## config.mk

```make
export PLATFORM = sky130hd
export DESIGN_NAME = tim_sched_flat
export DESIGN_NICKNAME = d
export VERILOG_FILES = /design/src/rtl/tim_pkg.sv /design/src/rtl/tim_sched_if.sv /design/src/rtl/tim_cnt.sv /design/src/rtl/tim_sched.sv /design/src/flat_wrapper.sv
export SDC_FILE = /design/constraint.sdc
export NUM_CORES = 1
export LEC_CHECK = 0
export CORE_MARGIN = 4
export CORE_UTILIZATION = 40
export DETAILED_ROUTE_END_ITERATION = 8
export PLACE_DENSITY = 0.76
export SLEW_MARGIN = 20
export SYNTH_ARGS = -nofsm -noshare
export SYNTH_HDL_FRONTEND = slang
export SYNTH_SLANG_ARGS = --single-unit
```

## constraint.sdc

```tcl
create_clock -name clk -period 1.83 [get_ports clk]
set_clock_uncertainty 0.1 [all_clocks]
set_input_delay 0.366 -clock clk [delete_from_list [all_inputs] [get_ports clk]]
set_output_delay 0.366 -clock clk [all_outputs]
set_load 0.005 [all_outputs]
```

## src/rtl/tim_pkg.sv

```systemverilog
// Shared types and helpers for the round-robin timer scheduler.
package tim_pkg;

    localparam int TIM_TW_DEF = 4;
    localparam int RR_MAX     = 8;

    typedef enum logic [1:0] {
        IDLE = 2'd0,
        RUN  = 2'd1,
        DONE = 2'd2
    } tim_state_t;

    typedef struct packed {
        logic       valid;
        logic [2:0] idx;
    } rr_pick_t;

    // First set bit searching upward from ptr+1, wrapping modulo n.
    // Iterating from the farthest offset down lets the nearest hit win.
    function automatic rr_pick_t rr_pick(input logic [RR_MAX-1:0] req,
                                         input logic [2:0]        ptr,
                                         input int                n = RR_MAX);
        rr_pick_t r;
        int       i;
        r = '0;
        i = 0;
        for (int k = RR_MAX; k >= 1; k--) begin
            if (k <= n) begin
                i = (int'(ptr) + k) % n;
                if (req[i[2:0]]) begin
                    r.valid = 1'b1;
                    r.idx   = i[2:0];
                end
            end
        end
        return r;
    endfunction

endpackage

```

## src/rtl/tim_sched_if.sv

```systemverilog
// Request/grant bundle between client FSMs and the shared timer scheduler.
interface tim_sched_if #(
    parameter int N_REQ = 4,
    parameter int TW    = 4
);
    logic                en;
    logic [N_REQ-1:0]    req;
    logic [N_REQ*TW-1:0] dur;
    logic [N_REQ-1:0]    gnt;
    logic [N_REQ-1:0]    done;
    logic                busy;
    logic [TW-1:0]       tim;

    modport master (output en, req, dur, input gnt, done, busy, tim);
    modport slave  (input en, req, dur, output gnt, done, busy, tim);
endinterface

```

## src/rtl/tim_cnt.sv

```systemverilog
// Loadable down counter with terminal-count flag; load wins over decrement.
module tim_cnt
    import tim_pkg::*;
#(
    parameter int TW = TIM_TW_DEF
) (
    input  logic          clk,
    input  logic          rst,
    input  logic          en,
    input  logic          load,
    input  logic [TW-1:0] din,
    output logic [TW-1:0] cnt,
    output logic          zero
);

    logic [TW-1:0] cnt_q, cnt_d;

    assign zero = (cnt_q == '0);
    assign cnt  = cnt_q;

    always_comb begin
        cnt_d = cnt_q;
        if (load) begin
            cnt_d = din;
        end else if (en && !zero) begin
            cnt_d = cnt_q - TW'(1);
        end
    end

    always_ff @(posedge clk or posedge rst) begin
        if (rst) begin
            cnt_q <= '0;
        end else begin
            cnt_q <= cnt_d;
        end
    end

endmodule

```

## src/rtl/tim_sched.sv

```systemverilog
// Round-robin owner of one shared down-counting timer.
//   state | meaning
//   IDLE  | no owner, arbitrate when en=1 and any req is set
//   RUN   | counting the owner's delay
//   DONE  | done[owner] high, held while en=0
module tim_sched
    import tim_pkg::*;
#(
    parameter int N_REQ = 4,
    parameter int TW    = TIM_TW_DEF
) (
    input  logic        clk,
    input  logic        rst,
    tim_sched_if.slave  bus
);

    tim_state_t       state_q, state_d;
    logic [N_REQ-1:0] gnt_q, gnt_d;
    logic [N_REQ-1:0] done_q, done_d;
    logic [2:0]       ptr_q, ptr_d;

    logic [RR_MAX-1:0] req_ext;
    rr_pick_t          pick;
    logic              cnt_load;
    logic              cnt_dec;
    logic [TW-1:0]     cnt_din;
    logic [TW-1:0]     cnt_val;
    logic              cnt_zero;

    tim_cnt #(.TW(TW)) u_cnt (
        .clk  (clk),
        .rst  (rst),
        .en   (cnt_dec),
        .load (cnt_load),
        .din  (cnt_din),
        .cnt  (cnt_val),
        .zero (cnt_zero)
    );

    always_comb begin
        req_ext              = '0;
        req_ext[N_REQ-1:0]   = bus.req;
        pick                 = rr_pick(req_ext, ptr_q, N_REQ);
    end

    always_comb begin
        state_d  = state_q;
        gnt_d    = gnt_q;
        done_d   = done_q;
        ptr_d    = ptr_q;
        cnt_load = 1'b0;
        cnt_dec  = 1'b0;
        cnt_din  = '0;
        case (state_q)
            IDLE: begin
                done_d = '0;
                if (bus.en && pick.valid) begin
                    state_d  = RUN;
                    ptr_d    = pick.idx;
                    cnt_load = 1'b1;
                    gnt_d    = '0;
                    for (int k = 0; k < N_REQ; k++) begin
                        if (pick.idx == 3'(k)) begin
                            gnt_d[k] = 1'b1;
                            cnt_din  = bus.dur[k*TW +: TW];
                        end
                    end
                end
            end
            RUN: begin
                // Owner withdrawing its request aborts even while frozen.
                if ((bus.req & gnt_q) == '0) begin
                    state_d = IDLE;
                    gnt_d   = '0;
                end else if (bus.en) begin
                    if (cnt_zero) begin
                        state_d = DONE;
                        done_d  = gnt_q;
                    end else begin
                        cnt_dec = 1'b1;
                    end
                end
            end
            DONE: begin
                if (bus.en) begin
                    state_d = IDLE;
                    gnt_d   = '0;
                    done_d  = '0;
                end
            end
            default: begin
                state_d = IDLE;
                gnt_d   = '0;
                done_d  = '0;
            end
        endcase
    end

    always_ff @(posedge clk or posedge rst) begin
        if (rst) begin
            state_q <= IDLE;
            gnt_q   <= '0;
            done_q  <= '0;
            ptr_q   <= 3'(N_REQ - 1);
        end else begin
            state_q <= state_d;
            gnt_q   <= gnt_d;
            done_q  <= done_d;
            ptr_q   <= ptr_d;
        end
    end

    assign bus.gnt  = gnt_q;
    assign bus.done = done_q;
    assign bus.busy = (state_q != IDLE);
    assign bus.tim  = cnt_val;

endmodule

```

## src/flat_wrapper.sv

```systemverilog
// flat-port wrapper written by rule: the top's interface ports become plain ports
module tim_sched_flat import tim_pkg::*;
#(
    parameter int N_REQ = 4,
    parameter int TW    = TIM_TW_DEF
)
  (clk, rst, bus_en, bus_req, bus_dur, bus_gnt, bus_done, bus_busy, bus_tim);
  tim_sched_if #(.N_REQ(N_REQ), .TW(TW)) bus_i ();
  input  logic clk;
  input  logic rst;
  input wire logic [$bits(bus_i.en)-1:0] bus_en;
  input wire logic [$bits(bus_i.req)-1:0] bus_req;
  input wire logic [$bits(bus_i.dur)-1:0] bus_dur;
  output wire logic [$bits(bus_i.gnt)-1:0] bus_gnt;
  output wire logic [$bits(bus_i.done)-1:0] bus_done;
  output wire logic [$bits(bus_i.busy)-1:0] bus_busy;
  output wire logic [$bits(bus_i.tim)-1:0] bus_tim;
  assign bus_i.en = bus_en;
  assign bus_i.req = bus_req;
  assign bus_i.dur = bus_dur;
  assign bus_gnt = bus_i.gnt;
  assign bus_done = bus_i.done;
  assign bus_busy = bus_i.busy;
  assign bus_tim = bus_i.tim;
  tim_sched #(.N_REQ(N_REQ), .TW(TW)) u_core (.clk(clk), .rst(rst), .bus(bus_i));
endmodule
```

==> run metrics <==
Post-synth top flop=dfrtp_1; Max Fclk=0.537 GHz; Iter 0 DRT Violations=between 40 and 50; total vias in the final route=1217; Critical Path End=u_core.u_cnt.cnt[2]; pin count of the biggest net entering global routing=17; Final Critical Period=approximately 1.9 ns; asr flop ratio synth=1.00; CP arrival=1.96 ns; row cnt=18; Switch Pwr=962 uW; antenna diode count=0; Sw Ratio=0.396; Clock Power Share=0.084; Layout Cells excl Fill=approximately 220; worst slew pin tran=0.508 ns; cell area after synthesis=1030 um^2; Synth cell types=36; Post-CTS Hold Buffers=0; detailed-router iteration count before antenna repair=4; vias in the first global route=1254; CTS root buf=clkbuf_4; TritonCTS Buffers=3; PortBufs=35; Critical Path Fanout Max=6; first-pass GRT wire length=between 5000 and 6000 um; dpl ws=-0.574 ns; area fraction of the dominant cell type after synthesis=0.339; fin crit share=1.02; clock slew at reported path FFs=0.10 ns; top cells by count, synth=nand2_1 (16), dfrtp_1 (14), inv_1 (14), o21ai_0 (10); setup TNS=-0.0505 ns; Crit path buffers/inverters=2; Min-Delay Path Class=in -> async; Reg2Reg Launch Point=u_core.u_cnt.cnt[0]; LEAKAGE=0.783 nW; Skew-Pair Late Insertion Delay=around 0.30 ns; Yosys top cell by area=dfrtp_1; Yosys reg bits=16; largest cells by area after synthesis=dfrtp_1 (34%), nand2_1 (5.8%), dfstp_2 (5.1%), inv_1 (5.1%), o21ai_0 (4.8%); outcome=finished, violations left; crit-path leading delay family=simple AND/OR/NAND/NOR gates; TritonCTS clock tree=done; Critical Path Source=u_core.u_cnt.cnt[0]; remaining antenna violation count=0; Detail Placement HPWL=~2500 um; VDD IR max=1.07 mV; Final Wtd Congestion=0.797; critical path class=reg -> reg; final worst setup slack=-0.0325 ns; syn_nets=143; full die area=roughly 3500 um^2; cells on worst reg2reg path=7; CTS H-tree depth=1; die width=58.8 um; Vias/cell=5.56; WL final=roughly 3300 um; # clock sinks=16; EDFF count, synth=0; Placed Cells=208; combinational share of power=0.646; worst-path cell chain=inv_1 > ha_1 > nor3b_4 > buf_4 > nor3_4 > and4b_1 > a211o_1; PD cells=between 1000 and 1500 nW/um^2; grt ovf=0; sequential group share of total power=0.270; Hold WS=0.269 ns; Area Overhead vs Synth=69.0%; syn_area_per_cell=8.67 um^2; P_int=1.47 mW; core area=2480 um^2; fraction of layout instances using a drive strength above 1=0.291; Nets=~210; Chip Height=58.8 um; CP Launch Type=flip-flop; CP peak stage delay=0.40 ns; Ports=36; DRC violations left=0; Clock Tree Buf Depth=2; Slew HR=0.659; max-cap violation count=0; CP required=1.92 ns; flop2flop setup slack=-0.03 ns; Slew Limit Fails=0; RSZ-0062 raised after global routing=true; Seq/Total Area, Yosys=0.390; synth warn=0; violated checks=setup timing; Initial Util=0.417; count leader, synth=nand2_1; Crit path depth=7; Worst Setup End Kind=flip-flop; synthesized instance count=119; R2R Path End=u_core.u_cnt.cnt[2]; WL/cell=around 15 um; slowest CP cell=dfrtp_1; endpoints failing setup=2; final hold violation count=0; Total Routing Usage GR=0.201; initial antenna violation count=0
==> worst min-delay path, delay by kind of cell <==
kind                   cells  cell delay [ns]
buffers and inverters      3             0.68
==> metrics by stage <==
stage	utilization	cell area (um^2)	total power [mW]
CTS	0.689	1710	2.35
detailed placement	0.655	1620	2.02
floorplan	-	1050	1.31
finish	0.704	1740	2.43
global route	0.704	1740	2.63
global placement	0.655	1620	1.98
==> metal layers <==
layer,global-route usage,routed length [um]
met1,0.227,1310
met2,0.353,1660
met3,0.0417,209
met4,0.104,87
met5,0,0
==> cell families after synthesis <==
kind of cell	synth area share
simple gates	0.179
buf+inv	0.0606
compound gates	0.309
xor+xnor	0.00849
mux	0.0400
fa+ha+maj	0.0121
flops	0.390
==> worst min path at each step <==
stage	start	slack [ns]	cells past startpoint	to
floorplan	rst	0.18	1	u_core.bus.done[0]
detailed placement	u_core.state_q[1]	0.40	1	u_core.state_q[0]
CTS	rst	0.28	3	u_core.bus.done[1]
global route	rst	0.30	3	u_core.state_q[1]
global placement	u_core.state_q[1]	0.40	1	u_core.state_q[0]
finish	rst	0.27	3	u_core.state_q[1]
==> state kept, by name (all words and copies together), names as in the netlist <==
| name | count |
|---|---|
| u_core.bus.done | 4 |
| u_core.ptr_q | 2 |
| u_core.state_q | 2 |
| u_core.u_cnt.cnt | 4 |
| u_core.bus.gnt | 4 |
==> layout make-up <==
cell class / instances / area (um^2)
Timing Repair Buffer: 68 / 597
Inverter: 14 / 52.6
Fill cell: 221 / 733
Tap cell: 30 / 37.5
Multi-Input combinational cell: 87 / 628
Sequential cell: 16 / 403
Clock buffer: 4 / 26.3
==> power by group through the flow <==
stage	Clock (mW)	Combinational [mW]	Sequential (mW)
after global placement	0	1.33	0.649
after detailed placement	0	1.37	0.658
after global routing	0.228	1.72	0.676
final	0.204	1.57	0.657
after floorplan	0	0.634	0.677
after CTS	0.207	1.49	0.653
==> layout by cell type, fill, tap and decap left out, types with 2 or more instances in the layout <==
| cell type | count |
|---|---|
| o21ai_0 | 10 |
| nand3_1 | 6 |
| a211o_1 | 3 |
| nand2_2 | 2 |
| clkbuf_4 | 3 |
| a31oi_1 | 2 |
| a21oi_1 | 5 |
| nand2_1 | 14 |
| inv_2 | 4 |
| dfstp_2 | 2 |
| a22oi_1 | 2 |
| buf_4 | 32 |
| and4b_1 | 2 |
| nor2_1 | 4 |
| a2bb2oi_1 | 2 |
| a211oi_1 | 2 |
| o22ai_1 | 7 |
| nor3_1 | 2 |
| dfrtp_1 | 14 |
| dlygate4sd2_1 | 4 |
| inv_1 | 10 |
| mux2i_1 | 3 |
| clkdlybuf4s50_1 | 31 |
==> timing repair <==
item | in CTS | in global routing
setup buffers | 4 | 3
resized for setup | 11 | 5
pin swaps | 2 | 2
setup endpoints to repair | 11 | 10
(Power assumes the default switching activity.)
